[src/rtl/ifu_fetch_pkg.sv]
// ifu_fetch_pkg: shared CPU defines for the fetch unit (FSM encodings, NOP word).
package ifu_fetch_pkg;
  typedef enum logic [1:0] {
    S_IDLE = 2'd0,
    S_REQ  = 2'd1,
    S_WAIT = 2'd2,
    S_OUT  = 2'd3
  } fetch_state_t;
  localparam logic [31:0] INST_NOP = 32'h00000013;
endpackage

[src/rtl/ifu_fetch.sv]
// ifu_fetch: single-outstanding instruction fetch with flush-safe response dropping.
module ifu_fetch
  import ifu_fetch_pkg::*;
#(
  parameter int              XLEN     = 64,
  parameter logic [XLEN-1:0] RESET_PC = 64'h80000000
) (
  input  logic            clk,
  input  logic            rst,
  input  logic [XLEN-1:0] pc_i,
  input  logic            pc_valid_i,
  output logic            pc_ready_o,
  input  logic            jump_en_i,
  output logic            imem_req_o,
  output logic [XLEN-1:0] imem_addr_o,
  input  logic            imem_gnt_i,
  input  logic            imem_rvalid_i,
  input  logic [31:0]     imem_rdata_i,
  output logic            inst_valid_o,
  output logic [31:0]     inst_o,
  output logic [XLEN-1:0] inst_addr_o,
  input  logic            inst_ready_i,
  output logic            misalign_o
);
  fetch_state_t    r_state, w_next;
  logic            r_drop, w_drop;
  logic [XLEN-1:0] r_pc;
  logic [31:0]     r_inst;
  logic            w_accept, w_misaligned_pc, w_take_data;
  assign w_accept        = (r_state == S_IDLE) && pc_valid_i && !jump_en_i;
  assign w_misaligned_pc = |pc_i[1:0];
  assign w_take_data     = (r_state == S_WAIT) && imem_rvalid_i && !r_drop && !jump_en_i;
  always_comb begin
    w_next       = r_state;
    w_drop       = r_drop;
    pc_ready_o   = 1'b0;
    imem_req_o   = 1'b0;
    inst_valid_o = 1'b0;
    case (r_state)
      S_IDLE: begin
        pc_ready_o = !jump_en_i;
        w_drop     = 1'b0;
        w_next     = w_accept ? (w_misaligned_pc ? S_OUT : S_REQ) : S_IDLE;
      end
      S_REQ: begin
        imem_req_o = 1'b1;
        w_drop     = r_drop | jump_en_i;
        w_next     = imem_gnt_i ? S_WAIT : S_REQ;
      end
      S_WAIT: begin
        // a flush while waiting still owes the memory a response; swallow it
        w_drop = imem_rvalid_i ? 1'b0 : (r_drop | jump_en_i);
        w_next = imem_rvalid_i ? (w_take_data ? S_OUT : S_IDLE) : S_WAIT;
      end
      S_OUT: begin
        inst_valid_o = 1'b1;
        w_next       = (jump_en_i || inst_ready_i) ? S_IDLE : S_OUT;
      end
    endcase
  end
  always_ff @(posedge clk or negedge rst) begin
    if (!rst) begin
      r_state <= S_IDLE;
      r_drop  <= 1'b0;
      r_pc    <= RESET_PC;
      r_inst  <= INST_NOP;
    end else begin
      r_state <= w_next;
      r_drop  <= w_drop;
      if (w_accept) r_pc <= pc_i;
      if (w_accept && w_misaligned_pc) r_inst <= INST_NOP;
      else if (w_take_data) r_inst <= imem_rdata_i;
    end
  end
  assign imem_addr_o = r_pc;
  assign inst_addr_o = r_pc;
  assign inst_o      = r_inst;
  assign misalign_o  = inst_valid_o && |r_pc[1:0];
endmodule
[config.mk]
export PLATFORM = sky130hd
export DESIGN_NAME = ifu_fetch
export DESIGN_NICKNAME = d
export VERILOG_FILES = /design/src/rtl/ifu_fetch_pkg.sv /design/src/rtl/ifu_fetch.sv
export SDC_FILE = /design/constraint.sdc
export NUM_CORES = 1
export LEC_CHECK = 0
export CAP_MARGIN = 10
export CORE_MARGIN = 2
export CORE_UTILIZATION = 40
export DETAILED_ROUTE_END_ITERATION = 16
export PLACE_DENSITY = 0.94
export SLEW_MARGIN = 0
export SYNTH_ARGS = -nofsm -noshare
export SYNTH_HDL_FRONTEND = slang
export SYNTH_SLANG_ARGS = --single-unit
[constraint.sdc]
create_clock -name clk -period 4 [get_ports clk]
set_input_delay 0.4 -clock clk [delete_from_list [all_inputs] [get_ports clk]]
set_output_delay 0.4 -clock clk [all_outputs]
set_load 0.03 [all_outputs]
After elaboration in Yosys (flattened, before gate mapping)
Index checks and enable logic that the tools add are counted.
{"block": "totals", "regBits": 99, "input_bits": 103, "out_inout_bits": 164}
{"block": "classes", "eq_ne": 3, "n_mux": 14, "bitwise_logic": 1, "reduce_logical": 15}
{"cell": "$mux 32", "count": 2}
{"cell": "$mux 2", "count": 6}
{"cell": "$pmux 2 s4", "count": 1}
{"cell": "$logic_and 1x1->1", "count": 7}
{"cell": "$eq 2x2->1 const B", "count": 2}
{"cell": "$mux 1", "count": 4}
{"cell": "$reduce_or 2->1", "count": 2}
{"cell": "$pmux 1 s3", "count": 1}
{"cell": "$reduce_bool 3->1", "count": 1}
{"cell": "$eq 2x1->1 const B", "count": 1}
{"cell": "$logic_not 1->1", "count": 2}
{"cell": "$logic_not 2->1", "count": 1}
{"cell": "$reduce_bool 2->1", "count": 1}
{"cell": "$logic_or 1x1->1", "count": 1}
{"cell": "$or 1x1->1", "count": 1}

Longest topological paths before layout
Gate-level depths: netlist (run 1).
{"block": "depth", "word_depth": 7, "mapped_depth": 7}

Least setup slack after synthesis (run 1)
OpenSTA, ideal clock, no wires.
{"block": "synth_timing", "path_type": "flip-flop to output port", "start": "register r_state[0]", "end": "output pc_ready_o", "arrival_ps": 1176, "t_required_ps": 3600, "setup_slack_ps": 2424, "stages_incl_launch_ff": 4, "n_path_buf": 0, "path_cell_list": "dfrtp_1 -> inv_1 -> ha_1 -> nor2b_1"}
{"block": "synth_via", "elab_chain_cells": 2}
{"element": "start, declared", "line": "ifu_fetch.sv:25", "rtl": "fetch_state_t r_state, w_next;"}
{"element": "start signal, assigned", "line": "ifu_fetch.sv:68", "rtl": "r_state <= w_next;"}
{"element": "$logic_not 2->1", "line": "ifu_fetch.sv:39", "rtl": "case (r_state)"}
{"element": "$mux 1", "line": "ifu_fetch.sv:39"}
{"element": "end, declared", "line": "ifu_fetch.sv:12", "rtl": "output logic pc_ready_o,"}
Every way passes these cells.

Worst setup path in the final report (run 1)
Same ends and word-level chain as after synthesis.

==> results.ini, run 1 <==
[cells_and_area]
synthToLayoutAreaGrowth_pct=55.8
utilization=0.635
seqCellArea_um2=2480
drive_gt1_frac=0.161
multi_input_area_um2=1500
n_fill_cell=869
antenna_cells=0
fin_nets=678

[timing]
hold_viol=0
tns_ps=0
max_slew_margin=0.341
timing.final.crit_share=0.593
maxSlewViolCount=0
timing.fmax_ghz=0.422
skew_ps=6.86
rsz0062_at_grt=false
fin_crit_ps=2370
finalSetupViolations=0
tightest_slew_ps=988

[floorplan]
core-area_um2=11400
die_area_um2=12500
pin_count=267
die_h_um=112
rows=39
start_util=0.408
die_w_um=112

[critical_path]
r2r_start=r_state[0]$_DFF_PN0_
critPathMaxFanout=4
worst_r2r_path_depth=6
crit_type=flop to output port
critPathLaunchType=flop
ff2ff_setup_slack_ps=1710
reg2reg_to=inst_o[25]$_DFFE_PN0P_
worstPathRequired_ps=3600
arrival_ps=1970
end_kind=output port

[cts]
cts_hold_buf=0
clockBufferDepth=2
insertion_delay_ps=340
cts_tree=yes
numCtsBuffers=9
cts_resized=0
cts-root-buf=clkbuf_16
cts_max_level=3
postCtsSetupBuffers=0
clk_pin_slew_worst_paths_ps=60
cts_sinks=99

[routing]
wl_per_cell_um=17.3
met2_length_mm=6.78
finalWirelength_mm=12.4
avgViaCountPerCell=4.83
firstDrtPassIters=5
drt_iter0_drc=121
route.vias.total=3456
drc=0
ant_nets=0
wl_met1_mm=4.28
dr.max_layer_used=met4
wl_met3_mm=1.04

[worst_hold_path]
hp-class=input pin to asynchronous set/reset pin

[power_and_ir_drop]
leakagePower_uw=0.00316
fin_total_pwr_uw=6960
irDropWorstVdd_uv=724
cellPowerDensity_nw_per_um2=964

[yosys]
synthesis.area_um2=4630
yosys.cell_types.count=26
synthArstFlopShare=1.00
synth_most_common_cell=dfrtp_1
synth_area_leaders=dfrtp_1, mux2_4, buf_4
syn_area_per_cell_um2=12.6
yosysTopAreaCell=dfrtp_1
yosysSeqAreaShare=0.536
yosysWarnings=0
synthCells=369
netlist_top_cells_count=dfrtp_1, buf_4, nand2_1, mux2_4, a21oi_1
yosysTopAreaCellShare=0.513
syn_nets=478
synth-main-ff-cell=dfrtp_1
ys_ff_latch=99
synth-edff-count=0

[grt]
antenna_found_initial=0
grt_max_degree=80
grt_pass1_wl_mm=19.8
grt_overflow=0
grt_pass1_vias=3688
track_usage=0.204

[outcome]
outcome=finished clean

[place]
place.gp.congestion=0.761
portBuffers=266
hpwl_mm=9.58

[flow_run]
maxCapViolations=0

power by group:
group,total [µW],internal [µW],leakage [µW],switching (µW)
Clock,984,626,0.000166,358
Sequential,1840,1460,0.00121,375
Combinational,4140,1880,0.00178,2260
Total,6960,3970,0.00316,2990
worst max-delay path: stages (launching register included):
cell and delay [ps]:
dfrtp_1 410, inv_1 120, ha_1 230, nor2b_1 170, clkdlybuf4s50_1 700
worst max-delay path by stage:
| stage | from | endpoint | slack [ps] | cells past startpoint |
|---|---|---|---|---|
| global route | r_state[1]$_DFF_PN0_ | pc_ready_o | 1500 | 4 |
| CTS | r_state[0]$_DFF_PN0_ | pc_ready_o | 1610 | 4 |
| floorplan | r_state[0]$_DFF_PN0_ | pc_ready_o | 2420 | 3 |
| global placement | jump_en_i | inst_o[25]$_DFFE_PN0P_ | 1490 | 5 |
| detailed placement | jump_en_i | inst_o[25]$_DFFE_PN0P_ | 1380 | 5 |
| finish | r_state[0]$_DFF_PN0_ | pc_ready_o | 1630 | 4 |
cell families after synthesis:
logic type,after synthesis,share of synthesized area
muxes,64,0.187
adders and majority gates,6,0.0162
DFF,99,0.536
and+or+nand+nor,78,0.0732
AOI/OAI and AO/OA,37,0.0427
buffers and inverters,85,0.145
metrics by stage:
stage          setup slack (ps)  cells  cell area [µm²]  hold WS (ps)
2_1_floorplan              2420    369             4630           104
3_3_place_gp               1490    701             6880           474
3_5_place_dp               1380    701             6880           489
4_1_cts                    1610    716             7220           252
5_1_grt                    1500    716             7220           294
6_report                   1630    716             7220           222
registers in the layout, indices dropped and copies added, names as in the netlist:
register and count:
r_state 2, imem_addr_o 64, inst_o 32, r_drop 1
per-layer routing:
layer,global-route usage,vias to the layer above
met2,0.364,175
met4,0.0700,0
met1,0.217,1707
li1,-,1553
met3,0.0844,21
met5,0,-
placed cells by master, fill, tap and decap left out, types with 2 or more instances in the layout:
| master | Yosys | final |
|---|---|---|
| a21oi_1 | 32 | 32 |
| buf_4 | 67 | 5 |
| bufinv_16 | 0 | 3 |
| clkbuf_16 | 0 | 9 |
| clkdlybuf4s50_1 | 0 | 265 |
| dfrtp_1 | 95 | 95 |
| dfstp_2 | 4 | 4 |
| ha_1 | 6 | 6 |
| inv_1 | 3 | 3 |
| mux2_2 | 25 | 25 |
| mux2_4 | 39 | 39 |
| nand2_1 | 64 | 64 |
| nand3_1 | 3 | 3 |
| nor2_1 | 4 | 3 |
| nor2b_1 | 2 | 2 |
area by class of cell:
type                       instances  area share
clock inverter                     4      0.0137
timing repair buffer             271       0.375
clock buffer                      11      0.0336
inverter                           3     0.00156
tap                              143      0.0248
multi-input combinational        185       0.207
sequential                        99       0.344
Note: power is estimated with default switching activity, not from simulation.
==> run 2: changes to the inputs <==
--- a/config.mk
+++ b/config.mk
@@ -7,9 +7,9 @@
 export LEC_CHECK = 0
 export CAP_MARGIN = 10
 export CORE_MARGIN = 2
-export CORE_UTILIZATION = 40
+export CORE_UTILIZATION = 35
 export DETAILED_ROUTE_END_ITERATION = 16
-export PLACE_DENSITY = 0.94
+export PLACE_DENSITY = 0.88
 export SLEW_MARGIN = 0
 export SYNTH_ARGS = -nofsm -noshare
 export SYNTH_HDL_FRONTEND = slang
==> constraint.sdc (replaced) <==
create_clock -name clk -period 2.1 [get_ports clk]
set_input_delay 0.21 -clock clk [delete_from_list [all_inputs] [get_ports clk]]
set_output_delay 0.21 -clock clk [all_outputs]
set_load 0.03 [all_outputs]
==> results.ini, run 2 (same netlist as run 1, synthesis figures left out) <==
[cts]
clk_pin_slew_worst_paths_ps=70  ; about the same
numCtsBuffers=9  ; unchanged
insertion_delay_ps=340  ; about the same
cts-root-buf=clkbuf_16
cts_max_level=3  ; unchanged
cts_tree=yes
cts_sinks=99  ; unchanged
clockBufferDepth=2  ; unchanged

[timing]
max_slew_margin=0.707  ; +0.365
skew_ps=7.36  ; +0.494 ps
timing.final.crit_share=0.912
hold_viol=0  ; unchanged
hold-worst-slack_ps=356  ; +135 ps
timing.fmax_ghz=0.522
tightest_slew_ps=440  ; -548 ps
rsz0062_at_grt=false
tns_ps=0  ; unchanged
fin_crit_ps=1920
finalSetupViolations=0  ; unchanged
maxSlewViolCount=0  ; unchanged

[critical_path]
critPathMaxFanout=4  ; unchanged
critPathLaunchType=flop
r2r_start=r_state[1]$_DFF_PN0_
arrival_ps=1710  ; -260 ps
crit_type=flop to output port
end_kind=output port
worstPathRequired_ps=1890  ; -1710 ps
ff2ff_setup_slack_ps=360  ; -1350 ps
worst_r2r_path_depth=7  ; +1
reg2reg_to=inst_o[30]$_DFFE_PN0P_

[routing]
drc=0  ; unchanged
ant_nets=0  ; unchanged
drt_iter0_drc=148  ; +22%
avgViaCountPerCell=4.56  ; -5.5%
finalWirelength_mm=11.7  ; -5.6%
route.vias.total=3441  ; -0.43%
firstDrtPassIters=6  ; +1
wl_per_cell_um=15.6  ; -10%

[cells_and_area]
layout_commonest_cell=clkdlybuf4s50_1
final_cell_mix=clkdlybuf4s50_1, dfrtp_1, nand2_1
antenna_cells=0  ; unchanged
largest_reg_flops=64  ; unchanged
n_fill_cell=1045  ; +20%
synthToLayoutAreaGrowth_pct=57.5
fin_nets=682  ; +0.59%
postLayoutCellArea_um2=7300  ; +1.1%
drive_gt1_frac=0.166  ; +0.00553

[grt]
grt_pass1_wl_mm=19.1  ; -3.2%
grt_util_met2=0.313  ; -0.0512
use_met3=0.0493  ; -0.0350
top_usage_layer=met2
track_usage=0.172  ; -0.0319
grt_overflow=0  ; unchanged
met1_usage=0.191  ; -0.0252
grt_max_degree=50  ; -38%
antenna_found_initial=0  ; unchanged
grt_pass1_vias=3637  ; -1.4%

[power_and_ir_drop]
irDropWorstVdd_uv=657  ; -9.2%
fin_total_pwr_uw=13000  ; +87%
leakagePower_uw=0.00321  ; +1.7%
cellPowerDensity_nw_per_um2=1780  ; +85%

[worst_hold_path]
hp-class=input pin to asynchronous set/reset pin

[floorplan]
die_w_um=119  ; +6.7%
die_area_um2=14200  ; +14%
rows=42  ; +7.7%
core-area_um2=13100  ; +15%
pin_count=267  ; unchanged
die_h_um=119  ; +6.7%
start_util=0.354  ; -0.0534

[flow_run]
maxCapViolations=0  ; unchanged

[place]
placed_area_um2=6980  ; +1.5%
hpwl_mm=9.15  ; -4.5%
place.gp.congestion=0.801  ; +5.2%
portBuffers=266  ; unchanged

[outcome]
outcome=finished clean

[run 2: cell count changes in the layout (fill, tap and decap cells not counted)]
cell,before,now
clkdlybuf4s50_1,265,262
dlygate4sd3_1,0,1
dlymetal6s2s_1,0,2
dlygate4sd2_1,0,1
clkinv_2,0,2
bufinv_16,3,1
buf_12,1,4
clkbuf_8,1,2
[run 2: how the worst max path moves through the flow]
stage | from | end | depth (start not counted)
after floorplan | r_state[0]$_DFF_PN0_ | imem_addr_o[0]$_DFFE_PN0P_ | 6
after global placement | r_state[0]$_DFF_PN0_ | pc_ready_o | 4
after detailed placement | r_state[0]$_DFF_PN0_ | pc_ready_o | 4
after CTS | r_state[0]$_DFF_PN0_ | misalign_o | 3
after global routing | r_state[0]$_DFF_PN0_ | pc_ready_o | 4
final | r_state[1]$_DFF_PN0_ | inst_valid_o | 2
[run 2: power breakdown]
| part | leakage (µW) | switching (µW) | internal (µW) |
|---|---|---|---|
| Combinational | 0.00185 | 4270 | 3600 |
| Sequential | 0.00121 | 700 | 2790 |
| Clock | 0.000153 | 672 | 987 |
[run 2: metal layers]
| metal | share of wire | vias to the layer above | wire length (µm) |
|---|---|---|---|
| met5 | 0 | - | 0 |
| met2 | 0.54 | 160 | 6280 |
| met1 | 0.37 | 1702 | 4390 |
| met4 | 0.014 | 0 | 165 |
| li1 | - | 1568 | - |
| met3 | 0.076 | 11 | 893 |
[run 2: worst max-delay path: stages, from the launching register on]
cell,delay [ps]
dfrtp_1,400
ha_1,270
clkdlybuf4s50_1,700
[run 2: timing repair]
item                                    in CTS  in global routing
endpoints found under the setup margin       1                  2
hold buffers                                 1                  0
buffers inserted                             0                  0
hold endpoints to repair                    29                  0
resized for setup                            1                  2
[run 2: through the flow]
stage / utilization / cells / worst slack, ps
final: 0.558 / 754 / 184
after global routing: 0.558 / 754 / 105
after CTS: 0.557 / 754 / 44.4
after detailed placement: 0.533 / 737 / 281
after global placement: 0.533 / 737 / 315
after floorplan: - / 369 / 597
[run 2: cell type report]
| cell class | count | area, µm² | area share |
|---|---|---|---|
| multi-input combinational | 185 | 1500 | 0.205 |
| sequential | 99 | 2480 | 0.340 |
| tap | 176 | 220 | 0.0302 |
| clock inverter | 4 | 48.8 | 0.00668 |
| inverter | 3 | 11.3 | 0.00154 |
| timing repair buffer | 275 | 2780 | 0.381 |
| clock buffer | 12 | 256 | 0.0351 |
==> run 3: changes to the inputs <==
--- a/config.mk
+++ b/config.mk
@@ -9,7 +9,7 @@
 export CORE_MARGIN = 2
 export CORE_UTILIZATION = 35
 export DETAILED_ROUTE_END_ITERATION = 16
-export PLACE_DENSITY = 0.88
+export PLACE_DENSITY = 0.78
 export SLEW_MARGIN = 0
 export SYNTH_ARGS = -nofsm -noshare
 export SYNTH_HDL_FRONTEND = slang
==> results.ini, run 3 (same netlist as run 1, synthesis figures left out) <==
[outcome]
outcome=finished clean

[routing]
finalWirelength_mm=11.6  ; -0.67%
met2_length_mm=6.17  ; -1.8%
route.vias.total=3379  ; -1.8%
drc=0  ; unchanged
ant_nets=0  ; unchanged
dr.max_layer_used=met4
drt_iter0_drc=136  ; -8.1%
wl_met3_um=932  ; +4.4%
avgViaCountPerCell=4.49  ; -1.7%
firstDrtPassIters=4  ; -2
wl_per_cell_um=15.5  ; -0.54%
wl_met1_mm=4.39  ; +0.18%

[critical_path]
worstPathRequired_ps=1890  ; about the same
worst_r2r_path_depth=7  ; unchanged
reg2reg_to=inst_o[18]$_DFFE_PN0P_
cpLargestDelayFamily=buffers and inverters
arrival_ps=1750  ; +40 ps
critPathMaxFanout=4  ; unchanged
critPathLaunchType=flop
worst-path-buf-inv=1  ; unchanged
slowest_stage=clkdlybuf4s50_1
end_kind=output port
crit_type=flop to output port
r2r_start=r_state[1]$_DFF_PN0_
ff2ff_setup_slack_ps=360  ; about the same
crit_chain=ha_1 -> clkdlybuf4s50_1
max_stage_delay_ps=730  ; +30 ps

[timing]
max_slew_margin=0.639  ; -0.0672
hold_viol=0  ; unchanged
maxSlewViolCount=0  ; unchanged
tightest_slew_ps=541  ; +101 ps
finalSetupViolations=0  ; unchanged
timing.fmax_ghz=0.509  ; -2.4%
tns_ps=0  ; unchanged
timing.final.crit_share=0.935  ; +0.0227
skew_ps=5.31  ; -2.05 ps
rsz0062_at_grt=false
fin_crit_ps=1960  ; +47.6 ps

[grt]
antenna_found_initial=0  ; unchanged
grt_pass1_wl_mm=18.4  ; -3.6%
grt_pass1_vias=3468  ; -4.6%
grt_overflow=0  ; unchanged
grt_max_degree=54  ; +8.0%
track_usage=0.166  ; -0.00541

[cts]
clockBufferDepth=2  ; unchanged
cts_tree=yes
cts_max_level=3  ; unchanged
cts-root-buf=clkbuf_16
insertion_delay_ps=350  ; about the same
cts_sinks=99  ; unchanged
clk_pin_slew_worst_paths_ps=70  ; about the same
postCtsSetupBuffers=0  ; unchanged
numCtsBuffers=9  ; unchanged

[floorplan]
die_w_um=119  ; unchanged
die_area_um2=14200  ; unchanged
pin_count=267  ; unchanged
rows=42  ; unchanged
start_util=0.354  ; unchanged
die_h_um=119  ; unchanged
core-area_um2=13100  ; unchanged

[power_and_ir_drop]
p_comb_frac=0.604  ; about the same
fin_total_pwr_uw=13000  ; about the same
irDropWorstVdd_uv=784  ; +19%
leakagePower_uw=0.00321  ; about the same
p_int_uw=7350  ; -0.33%
power.switching_uw=5660  ; +0.39%
power.share.clock=0.129  ; +0.002
cellPowerDensity_nw_per_um2=1780  ; about the same
p_sw_frac=0.435  ; +0.00177
power_frac_seq=0.267  ; about the same

[cells_and_area]
antenna_cells=0  ; unchanged
synthToLayoutAreaGrowth_pct=57.5  ; about the same
layout_commonest_cell=clkdlybuf4s50_1
final_cell_mix=clkdlybuf4s50_1, dfrtp_1, nand2_1
fin_nets=681  ; -0.15%
drive_gt1_frac=0.166  ; +0.000288
largest_reg_flops=64  ; unchanged

[flow_run]
maxCapViolations=0  ; unchanged

[worst_hold_path]
hp-class=input pin to asynchronous set/reset pin

[place]
hpwl_mm=8.90  ; -2.6%
portBuffers=266  ; unchanged
place.gp.congestion=0.748  ; -6.6%

run 3: cell count changes in the layout (fill, tap and decap cells not counted), sizes merged:
cell / change
clkbuf: -2
inv: +2
buf: -1
run 3: power groups by stage:
stage / combinational (µW) / clock [µW] / sequential (µW)
finish: 7860 / 1680 / 3480
CTS: 7930 / 1740 / 3500
global placement: 7850 / 0 / 3450
floorplan: 3770 / 0 / 5000
detailed placement: 7920 / 0 / 3520
global route: 8190 / 1830 / 3610
run 3: worst register-to-register path, stage by stage (launching register included):
cell	delay, ps
dfrtp_1	420
inv_1	120
ha_1	230
nand3b_4	130
buf_12	190
nor2_2	110
buf_4	300
a21oi_1	100
run 3: what timing repair did:
action,in CTS,in global routing
hold buffers,1,0
endpoints found under the setup margin,1,2
endpoints found under the hold margin,33,0
resized for setup,1,2
run 3: routing by layer:
layer,track usage,vias to the layer above
met5,0,-
met3,0.0546,13
met4,0.0625,0
li1,-,1558
met2,0.293,155
met1,0.187,1653
run 3: per-stage QoR:
stage	util	instances	cell area, µm²	hold WS [ps]	worst slack (ps)
after floorplan	-	369	4630	-85.6	597
after global placement	0.534	736	6990	214	271
after detailed placement	0.534	736	6990	230	219
after CTS	0.558	753	7300	366	0.864
after global routing	0.558	753	7300	398	57.2
final	0.558	753	7300	381	136
run 3: layout make-up:
cell class                      instances  area [µm²]
Clock buffer                           10         239
Timing Repair Buffer                  274        2790
Inverter                                3        11.3
Tap cell                              176         220
Multi-Input combinational cell        185        1500
Fill cell                            1069        5780
Sequential cell                        99        2480
Clock inverter                          6        62.6
run 3: worst max path at each step:
stage,startpoint,to,slack (ps),depth (start not counted)
floorplan,r_state[0]$_DFF_PN0_,imem_addr_o[0]$_DFFE_PN0P_,600,6
global route,r_state[1]$_DFF_PN0_,pc_ready_o,60,4
detailed placement,jump_en_i,inst_o[12]$_DFFE_PN0P_,220,6
CTS,r_state[1]$_DFF_PN0_,misalign_o,0.9,3
global placement,jump_en_i,imem_addr_o[38]$_DFFE_PN0P_,270,4
finish,r_state[1]$_DFF_PN0_,inst_valid_o,140,2
